===== src/rtl/ssd_scan_driver_if.sv =====
// -----------------------------------------------------------------------------
// ssd_scan_driver_if
// Purpose : Bundles the digit-word inputs, display enable and board-pin outputs
//           of the 7-segment scan driver into one connection.
// Signals : sSegAN0..3  8b  digit words (bits[7:1]=g..a, bit0=dp, active-low)
//           en          1b  display enable
//           brightness  4b  PWM duty (only when SSD_DIMMING_EN is defined)
//           seg         7b  segments g..a, active-low
//           dp          1b  decimal point, active-low
//           an          4b  anodes, an[0]=AN0, active-low
//           frame_start 1b  pulse at first output cycle of each digit-0 slot
// Modports: master = word source / pin consumer, slave = scan driver.
// Config  : SSD_DIMMING_EN adds the brightness signal.
// -----------------------------------------------------------------------------
interface ssd_scan_driver_if;
   logic [7:0] sSegAN0;
   logic [7:0] sSegAN1;
   logic [7:0] sSegAN2;
   logic [7:0] sSegAN3;
   logic       en;
`ifdef SSD_DIMMING_EN
   logic [3:0] brightness;
`endif
   logic [6:0] seg;
   logic       dp;
   logic [3:0] an;
   logic       frame_start;

`ifdef SSD_DIMMING_EN
   modport master (output sSegAN0, sSegAN1, sSegAN2, sSegAN3, en, brightness,
                   input  seg, dp, an, frame_start);
   modport slave  (input  sSegAN0, sSegAN1, sSegAN2, sSegAN3, en, brightness,
                   output seg, dp, an, frame_start);
`else
   modport master (output sSegAN0, sSegAN1, sSegAN2, sSegAN3, en,
                   input  seg, dp, an, frame_start);
   modport slave  (input  sSegAN0, sSegAN1, sSegAN2, sSegAN3, en,
                   output seg, dp, an, frame_start);
`endif
endinterface


===== src/rtl/ssd_scan_driver.sv =====
// -----------------------------------------------------------------------------
// ssd_scan_driver
// Purpose : Time-multiplexes four pre-encoded 7-segment digit words onto a shared
//           active-low segment bus and four active-low anodes. The four words
//           are snapshotted once per frame so a frame never mixes samples, and
//           the first BLANK_CYCLES of every digit slot keep all anodes off to
//           suppress ghosting. All pins are registered (one clock lag).
// Ports   : clk     system clock
//           rst     asynchronous, active-high reset
//           if_ssd  ssd_scan_driver_if.slave (words, en, [brightness], pins)
// Params  : REFRESH_DIV  clocks per digit slot (>=2)
//           BLANK_CYCLES blanked clocks at the start of each slot
// Config  : SSD_DIMMING_EN adds a free-running 4-bit PWM counter; in the
//           non-blank window the anode is on only while pwm <= brightness.
// -----------------------------------------------------------------------------
module ssd_scan_driver #(
   parameter int REFRESH_DIV  = 100000,
   parameter int BLANK_CYCLES = 1000
) (
   input  logic              clk,
   input  logic              rst,
   ssd_scan_driver_if.slave  if_ssd
);

   localparam int CW = $clog2(REFRESH_DIV);
   typedef logic [CW-1:0] cnt_t;
   localparam cnt_t CNT_LAST = cnt_t'(REFRESH_DIV - 1);

   cnt_t       r_cnt;
   logic [1:0] r_digit;
   logic [7:0] r_snap [4];
   logic       r_primed;   // set once the first real snapshot has been taken

   logic [3:0] r_an;
   logic [6:0] r_seg;
   logic       r_dp;
   logic       r_frame_start;

   logic       w_wrap;
   logic       w_blank;
   logic       w_anode_on;
   logic [7:0] w_word;
   logic [3:0] w_an_nxt;
   logic [6:0] w_seg_nxt;
   logic       w_dp_nxt;

   assign w_wrap  = (r_cnt == CNT_LAST);
   assign w_blank = (int'(r_cnt) < BLANK_CYCLES);
   assign w_word  = r_snap[r_digit];

`ifdef SSD_DIMMING_EN
   logic [3:0] r_pwm;

   always_ff @(posedge clk or posedge rst) begin
      if (rst) r_pwm <= 4'd0;
      else     r_pwm <= r_pwm + 4'd1;
   end

   assign w_anode_on = (r_pwm <= if_ssd.brightness);
`else
   assign w_anode_on = 1'b1;
`endif

   // Slot counter, digit index and frame snapshot.
   // NOTE: sequential state uses non-blocking (<=) so every register samples
   // the pre-edge values of the others, independent of statement order.
   always_ff @(posedge clk or posedge rst) begin
      if (rst) begin
         r_cnt    <= '0;
         r_digit  <= 2'd0;
         // NOTE: this small storage array is reset on purpose: the frame that
         // follows reset must read as blank (8'hFF) rather than X.
         r_snap   <= '{default: 8'hFF};
         r_primed <= 1'b0;
      end else if (w_wrap) begin
         r_cnt   <= '0;
         r_digit <= r_digit + 2'd1;
         if (r_digit == 2'd3) begin
            // Capture on the edge that starts the next frame, so all four
            // words displayed in that frame come from the same instant.
            r_snap[0] <= if_ssd.sSegAN0;
            r_snap[1] <= if_ssd.sSegAN1;
            r_snap[2] <= if_ssd.sSegAN2;
            r_snap[3] <= if_ssd.sSegAN3;
            r_primed  <= 1'b1;
         end
      end else begin
         r_cnt <= r_cnt + cnt_t'(1);
      end
   end

   // Next pin values from the current slot position.
   // NOTE: every output of this block gets a default first so no path can
   // leave it unassigned and infer a latch.
   always_comb begin
      w_an_nxt  = 4'b1111;
      w_seg_nxt = 7'h7F;
      w_dp_nxt  = 1'b1;
      // Nothing lights until the first snapshot exists: the frame right
      // after reset stays fully dark, anodes included.
      if (!w_blank && r_primed && if_ssd.en) begin
         w_seg_nxt = w_word[7:1];
         w_dp_nxt  = w_word[0];
         if (w_anode_on) w_an_nxt = ~(4'b0001 << r_digit);
      end
   end

   // Registered pins: no combinational path from any input to the board.
   always_ff @(posedge clk or posedge rst) begin
      if (rst) begin
         r_an          <= 4'b1111;
         r_seg         <= 7'h7F;
         r_dp          <= 1'b1;
         r_frame_start <= 1'b0;
      end else begin
         r_an          <= w_an_nxt;
         r_seg         <= w_seg_nxt;
         r_dp          <= w_dp_nxt;
         r_frame_start <= (r_cnt == '0) && (r_digit == 2'd0);
      end
   end

   assign if_ssd.an          = r_an;
   assign if_ssd.seg         = r_seg;
   assign if_ssd.dp          = r_dp;
   assign if_ssd.frame_start = r_frame_start;

endmodule


===== src/flat_wrapper.sv =====
// flat-port wrapper written by rule: the top's interface ports become plain ports
module ssd_scan_driver_flat 
#(
   parameter int REFRESH_DIV  = 100000,
   parameter int BLANK_CYCLES = 1000
)
  (clk, rst, if_ssd_sSegAN0, if_ssd_sSegAN1, if_ssd_sSegAN2, if_ssd_sSegAN3, if_ssd_en, if_ssd_seg, if_ssd_dp, if_ssd_an, if_ssd_frame_start);
  ssd_scan_driver_if if_ssd_i ();
  input  logic clk;
  input  logic rst;
  input wire logic [$bits(if_ssd_i.sSegAN0)-1:0] if_ssd_sSegAN0;
  input wire logic [$bits(if_ssd_i.sSegAN1)-1:0] if_ssd_sSegAN1;
  input wire logic [$bits(if_ssd_i.sSegAN2)-1:0] if_ssd_sSegAN2;
  input wire logic [$bits(if_ssd_i.sSegAN3)-1:0] if_ssd_sSegAN3;
  input wire logic [$bits(if_ssd_i.en)-1:0] if_ssd_en;
  output wire logic [$bits(if_ssd_i.seg)-1:0] if_ssd_seg;
  output wire logic [$bits(if_ssd_i.dp)-1:0] if_ssd_dp;
  output wire logic [$bits(if_ssd_i.an)-1:0] if_ssd_an;
  output wire logic [$bits(if_ssd_i.frame_start)-1:0] if_ssd_frame_start;
  assign if_ssd_i.sSegAN0 = if_ssd_sSegAN0;
  assign if_ssd_i.sSegAN1 = if_ssd_sSegAN1;
  assign if_ssd_i.sSegAN2 = if_ssd_sSegAN2;
  assign if_ssd_i.sSegAN3 = if_ssd_sSegAN3;
  assign if_ssd_i.en = if_ssd_en;
  assign if_ssd_seg = if_ssd_i.seg;
  assign if_ssd_dp = if_ssd_i.dp;
  assign if_ssd_an = if_ssd_i.an;
  assign if_ssd_frame_start = if_ssd_i.frame_start;
  ssd_scan_driver #(.REFRESH_DIV(REFRESH_DIV), .BLANK_CYCLES(BLANK_CYCLES)) u_core (.clk(clk), .rst(rst), .if_ssd(if_ssd_i));
endmodule

===== config.mk =====
export PLATFORM = sky130hd
export DESIGN_NAME = ssd_scan_driver_flat
export DESIGN_NICKNAME = d
export VERILOG_FILES = /design/src/rtl/ssd_scan_driver_if.sv /design/src/rtl/ssd_scan_driver.sv /design/src/flat_wrapper.sv
export SDC_FILE = /design/constraint.sdc
export NUM_CORES = 1
export LEC_CHECK = 0
export CORE_ASPECT_RATIO = 2
export CORE_UTILIZATION = 40
export DETAILED_ROUTE_END_ITERATION = 10
export PLACE_DENSITY = 0.72
export RECOVER_POWER = 25
export SLEW_MARGIN = 20
export SYNTH_ARGS = -nofsm -noshare
export SYNTH_HDL_FRONTEND = slang
export SYNTH_SLANG_ARGS = --single-unit

===== constraint.sdc =====
create_clock -name clk -period 4.6 [get_ports clk]
set_clock_uncertainty 0.15 [all_clocks]
set_input_delay 0.69 -clock clk [delete_from_list [all_inputs] [get_ports clk]]
set_output_delay 0.69 -clock clk [all_outputs]
set_load 0.05 [all_outputs]

**After elaboration in Yosys (flattened, before gate mapping)**

Cells that the tools add are included.
Widths: inputs -> output; s select.

- Register bits: 65
- Input port bits: 35
- Output and inout bits: 13
- Logic and storage cells: 34

- Multiplexer cells: 7
- Magnitude comparators: 2
- Eq/ne operators: 2
- Shifts and indexed selects: 1
- Reduce and logical (&&, ||, !) cells: 7
- Add/subtract/negate cells: 2
- Bitwise operators: 2

Operator list:

| kind | number |
|---|---|
| $add 17x1->17 const B | 1 |
| $eq 17x17->1 const B | 1 |
| $logic_not 17->1 | 1 |
| $lt 17x10->1 const B | 1 |
| $mux 17 | 1 |
| $bmux 8 s2 | 1 |
| $mux 8 | 2 |
| $mux 7 | 1 |
| $mux 4 | 1 |
| $not 4->4 | 1 |
| $shl 1x2->4 const A | 1 |
| $ge 3x3->1 const B | 1 |
| $logic_and 1x1->1 | 3 |
| $not 2->3 | 1 |
| $add 2x1->2 const B | 1 |
| $eq 2x2->1 const B | 1 |
| $logic_not 2->1 | 1 |
| $reduce_and 2->1 | 1 |
| $logic_not 1->1 | 1 |
| $mux 1 | 1 |

**Depth between registers and ports, before layout**

Gate-level depths: netlist of the first run.

- Word-level depth: 5
- Mapped depth: 6
- Depth with buffers taken out: 5

**Least setup slack after synthesis of the first run**

No wires, ideal clock.

- Path type: flip-flop to flip-flop
- From: reg u_core.r_cnt[11]
- To: reg u_core.r_digit[1]
- Setup slack: 2.426 ns
- Required time: 4.325 ns
- Clock period less this slack: 2.174 ns
- Stages on the path, launching flop included: 5
- Arrival: 1.900 ns
- Path buffers: 0
- Library setup time: 0.125 ns
- Path through: dfrtp_1 or4_4 or4_1 nor4_2 mux2_2

- Cells in the longest elaborated chain, start to end: 1

Ends and longest elaborated chain:

| what | line | RTL |
|---|---|---|
| start, declared | ssd_scan_driver.sv:29 | `cnt_t r_cnt;` |
| start signal, assigned | ssd_scan_driver.sv:88 | `r_cnt <= r_cnt + cnt_t'(1);` |
| $eq 17x17->1 | ssd_scan_driver.sv:47 | `assign w_wrap = (r_cnt == CNT_LAST);` |
| end signal, assigned | ssd_scan_driver.sv:77 | `r_digit <= r_digit + 2'd1;` |
| end, declared | ssd_scan_driver.sv:30 | `logic [1:0] r_digit;` |

No other way between the ends.
A chain may end at the register's enable or synchronous reset.

==> run metrics, run 1 <==
relative slew slack -1.356%; setup tns final 0 ns; DP HPWL slightly below 4000 um; Cell Pwr Density around 380 nW/um^2; Num CTS Buffers 9; area leader, netlist dfstp_2; die height ~120 um; CTS Hold Bufs 0; drt pass-1 iters 4; gr ovfl total 0; Worst EP arrival 2.80 ns; FP Rows 43; post-synth cell types 29; pin count of the biggest net entering global routing 44; Final min period around 2.5 ns; Hold Slack 0.3385 ns; # DRC 0; cell area after synthesis ~2900 um^2; top-level port count between 40 and 50; Mapped Nets between 200 and 250; Final Power around 1400 uW; Setup crit end kind asynchronous set/reset pin; post-synth top area share about two fifths; area grow syn2layout 31.57%; cells taking the most area after synthesis dfstp_2, dfrtp_1, mux2_2; Final Cycle Share around 55%; Achievable Freq 398.9 MHz; via count around 1800; clk root buf clkbuf_16; H-Tree Depth 3; first-pass GRT wire length approximately 9000 um; Final ANT Viol Nets 0; CP max FO 43; routed len/inst 15.50 um; Detailed Route WL ~5400 um; Final Hold Vio Count 0; CP Class in -> async; clock buffer depth 2; Slew Limit Fails 44; drt via density between 5 and 6; failing checks max-capacitance violations, max-slew violations; LEAKAGE between 0.001 and 0.0015 uW; die width just over 60 um; max cap viols 1; Synth Instances between 200 and 250; Avg Cell Area, Syn 14.00 um^2; status complete, but fails checks; slew at the pin with the worst max-slew slack ~1.5 ns; initial antenna violation count 0; die footprint approximately 7500 um^2; Tot GR Track Use ~18%; critical path cell sequence dlygate4sd3_1, inv_1, buf_4; Synth Flop Type dfstp_2; Post-synth EDFFs 0; clk sinks 65; Req. time, crit path 4.89 ns; Gates resized, CTS repair 0; nets 297; worst vdd ir 253.5 uV; Clk Latency, worst-skew pair about 0.33 ns; port buffer count 47; core box area just under 7000 um^2; synth warn 0; synthesized flop and latch total 65; sequential area share after synthesis approximately 59%; Post-synth ARST share 100.0%; ANT cells 0; RSZ-0062 raised after global routing no; Hold WC Path Type reg -> reg; Post-CTS Setup Repair Bufs 0; # setup viols final 0; Starting Density 41.34%; Slowest-stage cell, CP inv_1; vias in the first global route just under 2000; CTS tree built; slowest stage delay, CP between 1 and 1.5 ns; placer congestion estimate between 0.8 and 0.9; Clock transition at path regs about 0.050 ns; Startpoint Class input pin; starting DRC count in detailed routing 60; layout cell share with drive strength beyond 1 between 40% and 50%
## stage by stage
step | worst slack (ns) | std cells | instance area, um^2 | util [%]
after floorplan | 2.206 | 205 | 2869 | -
after global placement | 2.215 | 335 | 3430 | 49.41
after detailed placement | 2.190 | 335 | 3430 | 49.41
after CTS | 2.092 | 351 | 3775 | 54.39
after global routing | 1.771 | 351 | 3775 | 54.39
final | 2.093 | 351 | 3775 | 54.39
## cells in the mapped netlist, drive strengths merged (3+ instances only)
library cell	number
and4	3
buf	4
clkbuf	6
dfrtp	21
dfstp	44
ha	6
inv	5
mux2	33
mux4	8
nand2	9
nand2b	9
nand3	10
nand4	5
nor2	8
nor4	4
or4	4
xnor2	7
xor2	7
## layout make-up
type                            count  area [um^2]
Clock inverter                      5        102.6
Multi-Input combinational cell    125         1124
Tap cell                           90        112.6
Timing Repair Buffer               50        493.0
Sequential cell                    65         1682
Inverter                            5        18.77
Fill cell                         575         3166
Clock buffer                       11        242.7
## per-layer routing
layer | vias to the layer above | track usage (%) | wire, um
met5 | - | 0 | 0
met4 | 0 | 10.14 | 204
met3 | 14 | 4.777 | 137
met2 | 41 | 27.42 | 3023
met1 | 885 | 21.03 | 2076
li1 | 828 | - | -
## critical path, delay by kind of cell
kind | cells | cell delay, ns
buf+inv | 3 | 2.09
## path summary, 6_finish.rpt
path / start / to / slack [ns] / cells after the start
worst max-delay path: rst / u_core.if_ssd.seg[3] / 2.09 / 3
worst min register to register: u_core.r_primed / u_core.r_primed / 0.34 / 1
worst max register to register: u_core.r_cnt[11] / u_core.r_digit[1] / 2.18 / 5
min in group asynchronous: rst / u_core.r_cnt[14] / 1.10 / 2
max in group clk: u_core.if_ssd.seg[4] / if_ssd_seg[4] / 2.11 / 1
worst min-delay path: u_core.r_primed / u_core.r_primed / 0.34 / 1
## flip-flops by register name (all words and copies together) (netlist names)
name,flops
u_core.r_snap,32
u_core.if_ssd.an,4
u_core.if_ssd.seg,7
u_core.if_ssd.dp,1
u_core.r_cnt,17
u_core.r_primed,1
u_core.r_digit,2
u_core.if_ssd.frame_start,1
## power by group
part	internal (uW)	total, uW	switching [uW]
Clock	542	781	238
Combinational	41.0	59.6	18.6
Sequential	599	605	6.84
Total	1180	1450	264
## cells in the final DEF (no fill, tap or decap), types with 7 or more instances in the layout
| cell type | count |
|---|---|
| xor2_1 | 7 |
| nand3_1 | 10 |
| dfstp_2 | 44 |
| mux4_2 | 8 |
| clkbuf_16 | 9 |
| mux2_2 | 33 |
| xnor2_1 | 7 |
| clkdlybuf4s50_1 | 46 |
| nor2_1 | 8 |
| dfrtp_1 | 21 |
| nand2b_1 | 9 |
| nand2_1 | 9 |
## logic make-up after synthesis
family / count (synthesis) / share of synthesized area [%]
compound gates: 5 / 1.046
xor+xnor: 14 / 4.274
fa+ha+maj: 6 / 2.617
buf+inv: 15 / 2.224
flops: 65 / 58.61
mux: 41 / 19.23
simple gates: 59 / 11.99
Note: power is estimated with default switching activity, not from simulation.
==> run 2, diff against run 1 <==
==> constraint.sdc (replaced) <==
create_clock -name clk -period 2.39 [get_ports clk]
set_clock_uncertainty 0.15 [all_clocks]
set_input_delay 0.3585 -clock clk [delete_from_list [all_inputs] [get_ports clk]]
set_output_delay 0.3585 -clock clk [all_outputs]
set_load 0.05 [all_outputs]
==> run metrics, run 2 (synthesis results as in run 1) <==
Detailed Route WL ~5600 um; port buffer count 47; Startpoint Class register; ANT cells 0; placer congestion estimate around 0.9; clk sinks between 60 and 70; Worst EP arrival 2.32 ns; R2R setup slack between 0.1 and 0.15 ns; Starting Density about two fifths; FP Rows 43; starting DRC count in detailed routing 70; commonest non-fill, non-tap cell in the layout clkdlybuf4s50_1; Final Cycle Share 93.96%; most frequent cells in the layout clkdlybuf4s50_1, dfstp_2, mux2_2, dfrtp_1, nand3_1; DP HPWL 4054 um; area grow syn2layout 32.10%; worst vdd ir about 400 uV; max cap viols 0; relative slew slack between 20% and 30%; reg-to-reg startpoint u_core.r_cnt[12]; pin count of the biggest net entering global routing 46; Post-Place Setup Slack roughly 0.16 ns; final worst setup slack between 0.1 and 0.15 ns; # setup viols final 0; drt via density roughly 5.1; Req. time, crit path 2.46 ns; via count 1827; core box area about 7000 um^2; crit path from u_core.r_cnt[12]; vias in the first global route between 1500 and 2000; die height 121.8 um; first-pass GRT wire length 9577 um; Final min period ~2.2 ns; fin cells ~360; drt pass-1 iters 4; Worst setup endpoint u_core.r_digit[1]; Final Hold Vio Count 0; CP max FO 4; slew at the pin with the worst max-slew slack between 1 and 1.5 ns; status complete, no violations; RSZ-0062 raised after global routing no; layout cell share with drive strength beyond 1 around two fifths; CTS tree built; Clock transition at path regs around 0.050 ns; max FFs per register 32; Hold WC Path Type reg -> reg; Cell Pwr Density approximately 680 nW/um^2; die footprint between 7000 and 8000 um^2; CP Class reg -> reg; Slew Limit Fails 0; clk root buf clkbuf_16; Largest Register u_core.r_snap; Clk Latency, worst-skew pair approximately 0.33 ns; Final ANT Viol Nets 0; Setup crit end kind register; H-Tree Depth 3; routed len/inst ~16 um; clock buffer depth 2; R2R cell count 4; Achievable Freq roughly 450 MHz; initial antenna violation count 0; LEAKAGE 0.001505 uW; nets 303; top-level port count 48; Num CTS Buffers 9; Final Power 2587 uW; RR Endpoint u_core.r_digit[1]; setup tns final 0 ns; die width slightly above 60 um; # DRC 0; gr ovfl total 0; placed insts ~340; Tot GR Track Use 18.37%
==> run 2: worst max-delay path: stages, from the launching register on <==
cell and delay (ns):
dfrtp_1 0.42, or4_4 0.56, or4_1 0.48, nor4_4 0.18
mux2_2 0.36
==> run 2: how the worst min path moves through the flow <==
stage	endpoint	slack (ns)	start	depth (start not counted)
detailed placement	u_core.r_primed	0.33	u_core.r_primed	1
floorplan	u_core.r_primed	0.28	u_core.r_primed	1
global placement	u_core.r_primed	0.32	u_core.r_primed	1
global route	u_core.r_primed	0.37	u_core.r_primed	1
finish	u_core.r_primed	0.34	u_core.r_primed	1
CTS	u_core.r_cnt[7]	0.25	rst	3
==> run 2: power breakdown <==
part / internal [uW] / switching, uW / leakage [uW]
clock: 860 / 445 / 0.000150
combinational: 78.9 / 37.8 / 0.000614
sequential: 1150 / 12.9 / 0.000742
==> run 2: layer usage <==
| metal | share of wire (%) | GRT usage [%] |
|---|---|---|
| met1 | 36 | 20.55 |
| met2 | 57 | 28.90 |
| met4 | 4.0 | 11.94 |
| met5 | 0 | 0 |
| met3 | 3.3 | 5.839 |
==> run 2: timing repair <==
action,CTS,global route
setup endpoints to repair,0,3
gates resized for setup,0,1
setup buffers,0,0
hold buffers,0,0
==> run 2: layout make-up <==
type / instances / area (um^2)
repair buffers: 56 / 544.3
multi-input cells: 125 / 1132
clock inverters: 3 / 40.04
fillers: 574 / 3151
flip-flops and latches: 65 / 1682
inverters: 5 / 18.77
well taps: 90 / 112.6
clock buffers: 13 / 260.3
==> run 2: per-stage QoR <==
stage / hold WS, ns / utilization, % / cell area, um^2
3_3_place_gp: 0.3232 / 50.42 / 3500
3_5_place_dp: 0.3285 / 50.42 / 3500
6_report: 0.3414 / 54.61 / 3790
5_1_grt: 0.3680 / 54.61 / 3790
4_1_cts: 0.2505 / 54.75 / 3800
2_1_floorplan: 0.2846 / - / 2869
==> run 3, diff against run 2 <==
--- a/config.mk
+++ b/config.mk
@@ -6,6 +6,7 @@
 export NUM_CORES = 1
 export LEC_CHECK = 0
 export CORE_ASPECT_RATIO = 2
+export CORE_MARGIN = 5
 export CORE_UTILIZATION = 40
 export DETAILED_ROUTE_END_ITERATION = 10
 export PLACE_DENSITY = 0.72
==> run metrics, run 3 (synthesis results as in run 1) <==
initial antenna violation count 0; ANT cells 0; Num CTS Buffers 9; CP max FO 4; placer congestion estimate between 0.8 and 0.9; most frequent cells in the layout clkdlybuf4s50_1, dfstp_2, mux2_2, dfrtp_1; Gates resized, CTS repair 0; R2R setup slack between 0.1 and 0.15 ns; Hold Path Stages 1; first-pass GRT wire length between 9000 and 10000 um; RR Endpoint u_core.r_digit[1]; Starting Density between 40% and 50%; nets ~300; starting DRC count in detailed routing approximately 130; area grow syn2layout 31.79%; Startpoint Class register; die footprint roughly 9100 um^2; clk root buf clkbuf_16; critical path cell sequence or4_4, or4_1, nor4_2, mux2_2; via count 1853; Clock transition at path regs approximately 0.050 ns; fillcell total between 600 and 700; Setup crit end kind register; die width 69.89 um; Slew Limit Fails 0; FP Rows between 40 and 50; R2R cell count 4; Clk Latency, worst-skew pair approximately 0.33 ns; # DRC 0; Hold WC Path Type reg -> reg; setup tns final 0 ns; Worst Path Buf+Inv 0; final worst setup slack approximately 0.13 ns; Top delay family on crit path simple AND/OR/NAND/NOR gates; clock power share 49.1%; Req. time, crit path 2.45 ns; Detailed Route WL between 5000 and 6000 um; RSZ-0062 raised after global routing no; Flop pwr share a little under half; Slowest-stage cell, CP or4_4; net switching power approximately 500 uW; reg-to-reg startpoint u_core.r_cnt[12]; Post-CTS Setup Repair Bufs 0; clock buffer depth 2; core box area between 6000 and 7000 um^2; clk sinks 65; Hold Startpoint u_core.r_primed; gr ovfl total 0; Net Sw Frac between 10% and 20%; drt via density a little over 5; Final Cycle Share 94.65%; Internal Power between 2000 and 2500 uW; top-level port count 48; Achievable Freq roughly 440 MHz; Largest Register u_core.r_snap; layout cell share with drive strength beyond 1 a little over two fifths; CTS Hold Bufs 0; drt pass-1 iters 4; Final min period around 2.3 ns; commonest non-fill, non-tap cell in the layout clkdlybuf4s50_1; pin count of the biggest net entering global routing between 40 and 50; H-Tree Depth 3; slew at the pin with the worst max-slew slack roughly 0.76 ns; # setup viols final 0; port buffer count 47; LEAKAGE approximately 0.0015 uW; die height roughly 130 um; status complete, no violations; Hold Slack roughly 0.32 ns; slowest stage delay, CP 0.55 ns; worst vdd ir 661.9 uV; Final Hold Vio Count 0; CTS tree built; vias in the first global route slightly below 2000; relative slew slack 48.97%; combinational share of power approximately 4.6%; Tot GR Track Use between 10% and 20%; routed len/inst about 16 um; Post-Place Setup Slack between 0.1 and 0.15 ns; Cell Pwr Density 666.3 nW/um^2; max cap viols 0; DP HPWL 4218 um; Final ANT Viol Nets 0; Worst EP arrival roughly 2.3 ns; max FFs per register 32; Worst Hold End u_core.r_primed; CP Class reg -> reg
## run 3: how the worst max path moves through the flow
stage / from / end / slack, ns / cells past startpoint
after floorplan: u_core.r_cnt[11] / u_core.r_digit[1] / 0.22 / 4
after CTS: u_core.r_cnt[12] / u_core.r_digit[1] / 0.12 / 4
after global routing: u_core.r_cnt[12] / u_core.r_digit[1] / 0.04 / 4
after detailed placement: u_core.r_cnt[12] / u_core.r_digit[1] / 0.12 / 4
after global placement: u_core.r_cnt[12] / u_core.r_digit[1] / 0.19 / 4
final: u_core.r_cnt[12] / u_core.r_digit[1] / 0.13 / 4
## run 3: worst reg2reg max path, cell delays in order (launching register included)
cell     delay, ns
dfrtp_1       0.41
or4_4         0.55
or4_1         0.44
nor4_2        0.23
mux2_2        0.37
## run 3: routing by layer
| layer | wire (um) | part of all wire, % | vias to the layer above | global-route usage, % |
|---|---|---|---|---|
| met5 | 0 | 0 | - | 0 |
| met4 | 322 | 5.7 | 0 | 11.74 |
| met3 | 242 | 4.3 | 22 | 2.621 |
| met2 | 3211 | 57 | 61 | 24.71 |
| met1 | 1858 | 33 | 926 | 12.97 |
| li1 | - | - | 844 | - |
## run 3: power by group through the flow
stage	Sequential (uW)	Clock, uW	Combinational (uW)
3_3_place_gp	1180	0	121
6_report	1170	1240	116
2_1_floorplan	1180	0	51.8
4_1_cts	1170	1270	123
3_5_place_dp	1180	0	123
5_1_grt	1170	1310	128
## run 3: metrics by stage
stage	cells	utilization [%]	total power (uW)	instance area (um^2)
floorplan	205	-	1227	2869
global placement	343	50.07	1300	3502
detailed placement	343	50.07	1304	3502
CTS	359	54.24	2556	3794
global route	359	54.06	2608	3781
finish	359	54.06	2519	3781
## run 3: final cells by class
class / instances / area (um^2) / share of cell area [%]
Tap cell: 90 / 112.6 / 2.978
Multi-Input combinational cell: 125 / 1124 / 29.72
Inverter: 5 / 18.77 / 0.4964
Clock inverter: 4 / 23.77 / 0.6287
Timing Repair Buffer: 58 / 553.0 / 14.63
Sequential cell: 65 / 1682 / 44.47
Clock buffer: 12 / 267.8 / 7.081
